$ cat config.mk
export PLATFORM = sky130hd
export DESIGN_NAME = cpu_clk_ctrl
export DESIGN_NICKNAME = d
export VERILOG_FILES = /design/src/rtl/cpu_clk_ctrl.sv
export SDC_FILE = /design/constraint.sdc
export NUM_CORES = 1
export LEC_CHECK = 0
export CAP_MARGIN = 20
export CORE_ASPECT_RATIO = 0.75
export CORE_UTILIZATION = 50
export DETAILED_ROUTE_END_ITERATION = 10
export GPL_ROUTABILITY_DRIVEN = 0
export PLACE_DENSITY = 0.76
export SLEW_MARGIN = 20
export SYNTH_ARGS = -nofsm -noshare
export SYNTH_HDL_FRONTEND = slang
export SYNTH_SLANG_ARGS = --single-unit
$ cat constraint.sdc
create_clock -name i_clk -period 4.92 [get_ports i_clk]
set_input_delay 0.738 -clock i_clk [delete_from_list [all_inputs] [get_ports i_clk]]
set_output_delay 0.738 -clock i_clk [all_outputs]
set_load 0.05 [all_outputs]
$ cat src/rtl/cpu_clk_ctrl.sv
`default_nettype none
// +--------------------------------------------------------------------------+
// | Module   : cpu_clk_ctrl                                                  |
// | Purpose  : Execution-clock controller for the single-cycle RV32I core.   |
// |            Emits a one-cycle clock-enable pulse (o_ce) in the system     |
// |            clock domain at a run-time programmable rate, and sequences   |
// |            it through halt, free-run and single-step from debounced      |
// |            board inputs and core halt requests.                          |
// |                                                                          |
// | Ports    : i_clk       system clock (50 MHz)                             |
// |            i_reset     asynchronous active-low reset                     |
// |            i_run_sw    raw run switch (asynchronous)                     |
// |            i_step_btn  raw single-step button (asynchronous)             |
// |            i_halt_req  level halt request from the core (synchronous)    |
// |            i_div_wr    one-cycle strobe loading i_div_val                |
// |            i_div_val   new divide ratio (0 is stored as 1)               |
// |            o_ce        core clock-enable, one cycle per core step        |
// |            o_running   high while in RUN                                 |
// |            o_halted    sticky halt flag, cleared by run-switch fall      |
// |            o_ce_count  number of o_ce pulses issued (wrapping)           |
// |                                                                          |
// | Revision : 1.0  initial release                                          |
// +--------------------------------------------------------------------------+
module cpu_clk_ctrl #(
  parameter int CNT_W       = 32,
  parameter int DEFAULT_DIV = 250000,
  parameter int DEBOUNCE    = 500000
) (
  input  logic             i_clk,
  input  logic             i_reset,
  input  logic             i_run_sw,
  input  logic             i_step_btn,
  input  logic             i_halt_req,
  input  logic             i_div_wr,
  input  logic [CNT_W-1:0] i_div_val,
  output logic             o_ce,
  output logic             o_running,
  output logic             o_halted,
  output logic [CNT_W-1:0] o_ce_count
);

  // ------------------------------------------------------------------------
  // Constants
  // ------------------------------------------------------------------------
  localparam int N_IN     = 2;
  localparam int IDX_RUN  = 0;
  localparam int IDX_STEP = 1;

  // Last count value before a debounced level is accepted.
  localparam logic [CNT_W-1:0] C_DB_LAST = CNT_W'(DEBOUNCE - 1);
  // A zero default ratio would never reach terminal count; clamp to 1.
  localparam logic [CNT_W-1:0] C_DIV_RST =
      (DEFAULT_DIV < 1) ? CNT_W'(1) : CNT_W'(DEFAULT_DIV);
  localparam logic [CNT_W-1:0] C_ONE = CNT_W'(1);

  // ------------------------------------------------------------------------
  // Input conditioning: 2-flop synchronizer + debouncer per raw input
  // ------------------------------------------------------------------------
  logic [N_IN-1:0] raw;
  logic [N_IN-1:0] db;          // accepted (debounced) levels
  logic [N_IN-1:0] db_prev_q;   // accepted levels one cycle earlier

  assign raw[IDX_RUN]  = i_run_sw;
  assign raw[IDX_STEP] = i_step_btn;

  for (genvar gi = 0; gi < N_IN; gi++) begin : g_cond
    logic             sync1_q;
    logic             sync2_q;
    logic             db_q;
    logic             db_d;
    logic [CNT_W-1:0] dbcnt_q;
    logic [CNT_W-1:0] dbcnt_d;

    // The count only advances while the synchronized input disagrees with
    // the accepted level; any agreement (a bounce back) restarts it at 0.
    always_comb begin
      db_d    = db_q;
      dbcnt_d = '0;
      if (sync2_q != db_q) begin
        if (dbcnt_q == C_DB_LAST) begin
          db_d = sync2_q;
        end else begin
          dbcnt_d = dbcnt_q + C_ONE;
        end
      end
    end

    always_ff @(posedge i_clk or negedge i_reset) begin
      if (!i_reset) begin
        sync1_q <= 1'b0;
        sync2_q <= 1'b0;
        db_q    <= 1'b0;
        dbcnt_q <= '0;
      end else begin
        sync1_q <= raw[gi];
        sync2_q <= sync1_q;
        db_q    <= db_d;
        dbcnt_q <= dbcnt_d;
      end
    end

    assign db[gi] = db_q;
  end

  always_ff @(posedge i_clk or negedge i_reset) begin
    if (!i_reset) begin
      db_prev_q <= '0;
    end else begin
      db_prev_q <= db;
    end
  end

  logic run_db;
  logic step_rise;
  logic run_fall;

  assign run_db    = db[IDX_RUN];
  assign step_rise = db[IDX_STEP] & ~db_prev_q[IDX_STEP];
  assign run_fall  = ~db[IDX_RUN] & db_prev_q[IDX_RUN];

  // ------------------------------------------------------------------------
  // Divider and sequencing FSM
  // ------------------------------------------------------------------------
  typedef enum logic [0:0] {
    ST_HALT = 1'b0,
    ST_RUN  = 1'b1
  } state_t;

  state_t           state_q;
  logic [CNT_W-1:0] div_q;
  logic [CNT_W-1:0] cnt_q;
  logic [CNT_W-1:0] div_wr_val;
  logic             term_cnt;

  assign div_wr_val = (i_div_val == '0) ? C_ONE : i_div_val;
  assign term_cnt   = (cnt_q == (div_q - C_ONE));

  always_ff @(posedge i_clk or negedge i_reset) begin
    if (!i_reset) begin
      state_q    <= ST_HALT;
      div_q      <= C_DIV_RST;
      cnt_q      <= '0;
      o_ce       <= 1'b0;
      o_running  <= 1'b0;
      o_halted   <= 1'b0;
      o_ce_count <= '0;
    end else begin
      o_ce <= 1'b0;

      // A write restarts the phase; later assignments in RUN never touch
      // cnt_q in a write cycle, so the write always wins over terminal count.
      if (i_div_wr) begin
        div_q <= div_wr_val;
        cnt_q <= '0;
      end

      // Clearing on run_fall takes precedence over a coincident halt request.
      if (run_fall) begin
        o_halted <= 1'b0;
      end else if ((state_q == ST_RUN) && i_halt_req) begin
        o_halted <= 1'b1;
      end

      case (state_q)
        ST_HALT: begin
          if (run_db && !o_halted) begin
            // A step arriving on the entry cycle is deliberately dropped.
            state_q   <= ST_RUN;
            o_running <= 1'b1;
            cnt_q     <= '0;
          end else if (step_rise) begin
            o_ce       <= 1'b1;
            o_ce_count <= o_ce_count + C_ONE;
          end
        end

        ST_RUN: begin
          if (!run_db || i_halt_req) begin
            // Leaving RUN suppresses any pulse due on this edge.
            state_q   <= ST_HALT;
            o_running <= 1'b0;
          end else if (!i_div_wr) begin
            if (term_cnt) begin
              cnt_q      <= '0;
              o_ce       <= 1'b1;
              o_ce_count <= o_ce_count + C_ONE;
            end else begin
              cnt_q <= cnt_q + C_ONE;
            end
          end
        end

        default: begin
          state_q   <= ST_HALT;
          o_running <= 1'b0;
        end
      endcase
    end
  end

endmodule
`default_nettype wire

==> run metrics <==
final-report hold violation count 0; top achievable clock speed 236 MHz; count of flip-flops with a built-in enable after synthesis 0; Resized cells post-CTS 0; Final #Nets 1084; count of clock tree sinks 172; number of global-route vias before repair 7174; Num CTS Buffers 17; Total Neg Setup Slack 0 ps; maximum clock skew at final layout 8.07 ps; global-route wire length before repair 35900 um; Layout fillers 1461; switch share 23.0%; GRT met1 Usage 34.6%; CTS Root Buffer Type sky130_fd_sc_hd__clkbuf_16; post-route standard cell area excluding fillers 10800 um2; period utilisation layout 85.9%; cell with the biggest individual delay on the critical path sky130_fd_sc_hd__or4_4; internal power 2.46 mW; run status completed; clock latency on the worst-skew pair 430 ps; buffers inserted during post-CTS setup optimization 0; RSZ-0062 raised after global routing no; worst endpoint data arrival time 4580 ps; min-delay worst type register to register; detailed-route vias per instance 5.77; Switch Pwr 734 uW; total of warnings raised by yosys 0; Die Span Y 120 um; Rel. slew slack 26.5%; antenna-violating nets left 0; GR Util All Layers 23.5%; antenna violations before repair 2; global-route layer with the greatest usage met1; Max Buffers Root-to-Sink 2; proportion of layout cells with a drive suffix above 1 8.54%; area enclosed by the die boundary 19000 um2; cell family with most CP delay simple AND/OR/NAND/NOR gates; Syn Area/Cell 9.41 um2; part of the total power dissipated in combinational logic 7.0%; Global Route met2 Usage 34.2%; placed cell areas 10200 um2; pin count of the biggest net entering global routing 104; post-synthesis net count 1025; fraction of synthesis flops using an asynchronous set or reset pin 100%; number of cells produced by synthesis 982; TritonCTS clock tree built; area of the core region 17900 um2; detailed-route wire length 21300 um; type of origin of the critical path register; Chip Width 159 um; met3 Use GR 5.12%; clock slew at reported path FFs 60 ps; classification of the worst setup path register to register; peak fanout along the critical path 31; peak supply drop 0.245 mV; H-Tree Depth 4; library cells used by synthesis 58; power per unit of standard cell area 295 nW/um2; Starting Density 51.7%; CP required 5270 ps; Max Slew Vio Count 0; WP buf/inv 2; post-layout minimum cycle time 4230 ps; DR pass1 iterations 5; Setup crit end kind register; hold buffer count at cts 0; Port Buffer Count 72; commonest cells after routing, fill and taps aside sky130_fd_sc_hd__dfrtp_1, sky130_fd_sc_hd__nor2_1, sky130_fd_sc_hd__nand2_1; total setup violations reported at the end of the flow 0; most common cell after layout, fill and taps aside sky130_fd_sc_hd__dfrtp_1; Syn Std Cell Area 9240 um2; area growth from synthesis to layout 17.3%; average detailed-routed wire length per instance 16.4 um; post-layout util 60.6%; Reg power frac 47.1%; DR DRC count 0; slowest stage delay, CP 590 ps; leak pwr 4.28 nW; prevailing post-synth register cell sky130_fd_sc_hd__dfrtp_1; part of the Yosys area used for sequential elements 46.7%; worst path cell trace inv_1 -> ha_1 -> or3b_2 -> or4_4 -> o31a_1 -> o32ai_1 -> o21ba_2 -> nor4_4 -> nand3b_2 -> buf_4 -> a2111oi_1 -> xor2_1; total congestion overflow 0; FP Rows 42; Yosys reg bits 172; Max-Cap Viols 0; number of design-rule violations left by the first detailed-router iteration 762; clock network fraction of total power 45.9%; routed via count 7485; DP Wirelength 14900 um; io pins 73; Least-Margin Pin Slew 1100 ps
==> cell families after synthesis <==
kind of cell	Yosys count	share of synthesized area (%)
AO/OA/AOI/OAI	135	9.56
multiplexers	36	4.32
flip-flops	172	46.7
buffers and inverters	67	2.83
adder cells (fa/ha/maj)	5	0.677
XOR/XNOR	132	12.5
AND/OR/NAND/NOR	435	23.4
==> area by class of cell <==
| type | count | area (um2) | area share (%) |
|---|---|---|---|
| tap | 242 | 303 | 2.80 |
| timing repair buffer | 83 | 815 | 7.52 |
| clock inverter | 10 | 189 | 1.74 |
| antenna | 2 | 5.00 | 0.0462 |
| sequential | 172 | 4310 | 39.8 |
| multi-input combinational | 743 | 4670 | 43.1 |
| inverter | 24 | 90.1 | 0.832 |
| clock buffer | 22 | 444 | 4.10 |
==> synth_stat cells (2+ instances only) <==
cell	instances	area (um2)
sky130_fd_sc_hd__xor2_1	81	709
sky130_fd_sc_hd__nor2_1	120	450
sky130_fd_sc_hd__nand4_1	22	138
sky130_fd_sc_hd__nor3_1	22	110
sky130_fd_sc_hd__or3_1	7	43.8
sky130_fd_sc_hd__buf_1	2	7.51
sky130_fd_sc_hd__a211o_1	2	17.5
sky130_fd_sc_hd__a21oi_1	42	210
sky130_fd_sc_hd__nor2b_1	6	37.5
sky130_fd_sc_hd__and4_1	6	52.6
sky130_fd_sc_hd__and3_1	25	156
sky130_fd_sc_hd__o31ai_1	2	15.0
sky130_fd_sc_hd__nand3b_1	4	30.0
sky130_fd_sc_hd__inv_1	24	90.1
sky130_fd_sc_hd__a41oi_1	5	43.8
sky130_fd_sc_hd__nand2b_1	9	56.3
sky130_fd_sc_hd__a21boi_0	5	37.5
sky130_fd_sc_hd__a211oi_1	9	67.6
sky130_fd_sc_hd__mux2i_1	5	50.1
sky130_fd_sc_hd__buf_2	8	40.0
sky130_fd_sc_hd__clkbuf_1	33	124
sky130_fd_sc_hd__o21ai_0	23	115
sky130_fd_sc_hd__nor4b_1	4	35.0
sky130_fd_sc_hd__nand2_1	86	323
sky130_fd_sc_hd__a22o_1	4	35.0
sky130_fd_sc_hd__xnor2_1	51	447
sky130_fd_sc_hd__nor4_1	29	181
sky130_fd_sc_hd__or4_1	7	52.6
sky130_fd_sc_hd__dfrtp_1	165	4130
sky130_fd_sc_hd__and2_1	2	12.5
sky130_fd_sc_hd__or2_2	4	25.0
sky130_fd_sc_hd__o41ai_1	3	26.3
sky130_fd_sc_hd__a31oi_1	24	150
sky130_fd_sc_hd__dfstp_2	7	184
sky130_fd_sc_hd__a21o_1	3	22.5
sky130_fd_sc_hd__nand3_1	75	375
sky130_fd_sc_hd__ha_1	5	62.6
sky130_fd_sc_hd__mux2_2	31	349
==> worst paths after layout <==
| check | start | endpoint | slack (ps) | depth (start not counted) |
|---|---|---|---|---|
| min reg2reg | g_cond[0].sync1_q | g_cond[0].sync2_q | 360 | 0 |
| max in group asynchronous | i_reset | o_ce_count[6] | 3460 | 2 |
| min | g_cond[0].sync1_q | g_cond[0].sync2_q | 360 | 0 |
| min in group asynchronous | i_reset | cnt_q[14] | 430 | 1 |
| max | div_q[0] | o_ce_count[24] | 690 | 12 |
| max reg2reg | div_q[0] | o_ce_count[24] | 690 | 12 |
==> routing by layer <==
metal,wire [um],vias up
li1,-,3594
met1,10300,3640
met2,9310,219
met3,1220,32
met4,454,0
met5,0,-
==> power by group through the flow <==
stage	sequential [mW]	clock [mW]	combinational, mW
2_1_floorplan	1.50	0	0.144
3_3_place_gp	1.53	0	0.218
3_5_place_dp	1.53	0	0.223
4_1_cts	1.50	1.48	0.225
5_1_grt	1.51	1.55	0.249
6_report	1.50	1.47	0.224
==> through the flow <==
step	power, mW	hold slack, ps	setup WS [ps]	std cells
2_1_floorplan	1.65	331	1160	982
3_3_place_gp	1.75	340	833	1263
3_5_place_dp	1.75	342	693	1263
4_1_cts	3.21	356	706	1295
5_1_grt	3.31	369	464	1298
6_report	3.19	358	692	1298
==> state kept, by name (all words and copies together) (netlist names) <==
| name | count |
|---|---|
| state_q | 1 |
| o_halted | 1 |
| g_cond.dbcnt_q | 64 |
| g_cond.sync2_q | 2 |
| o_running | 1 |
| div_q | 32 |
| g_cond.sync1_q | 2 |
| db_prev_q | 2 |
| g_cond.db_q | 2 |
| cnt_q | 32 |
| o_ce_count | 32 |
| o_ce | 1 |
Power figures use the tool's default switching activity.
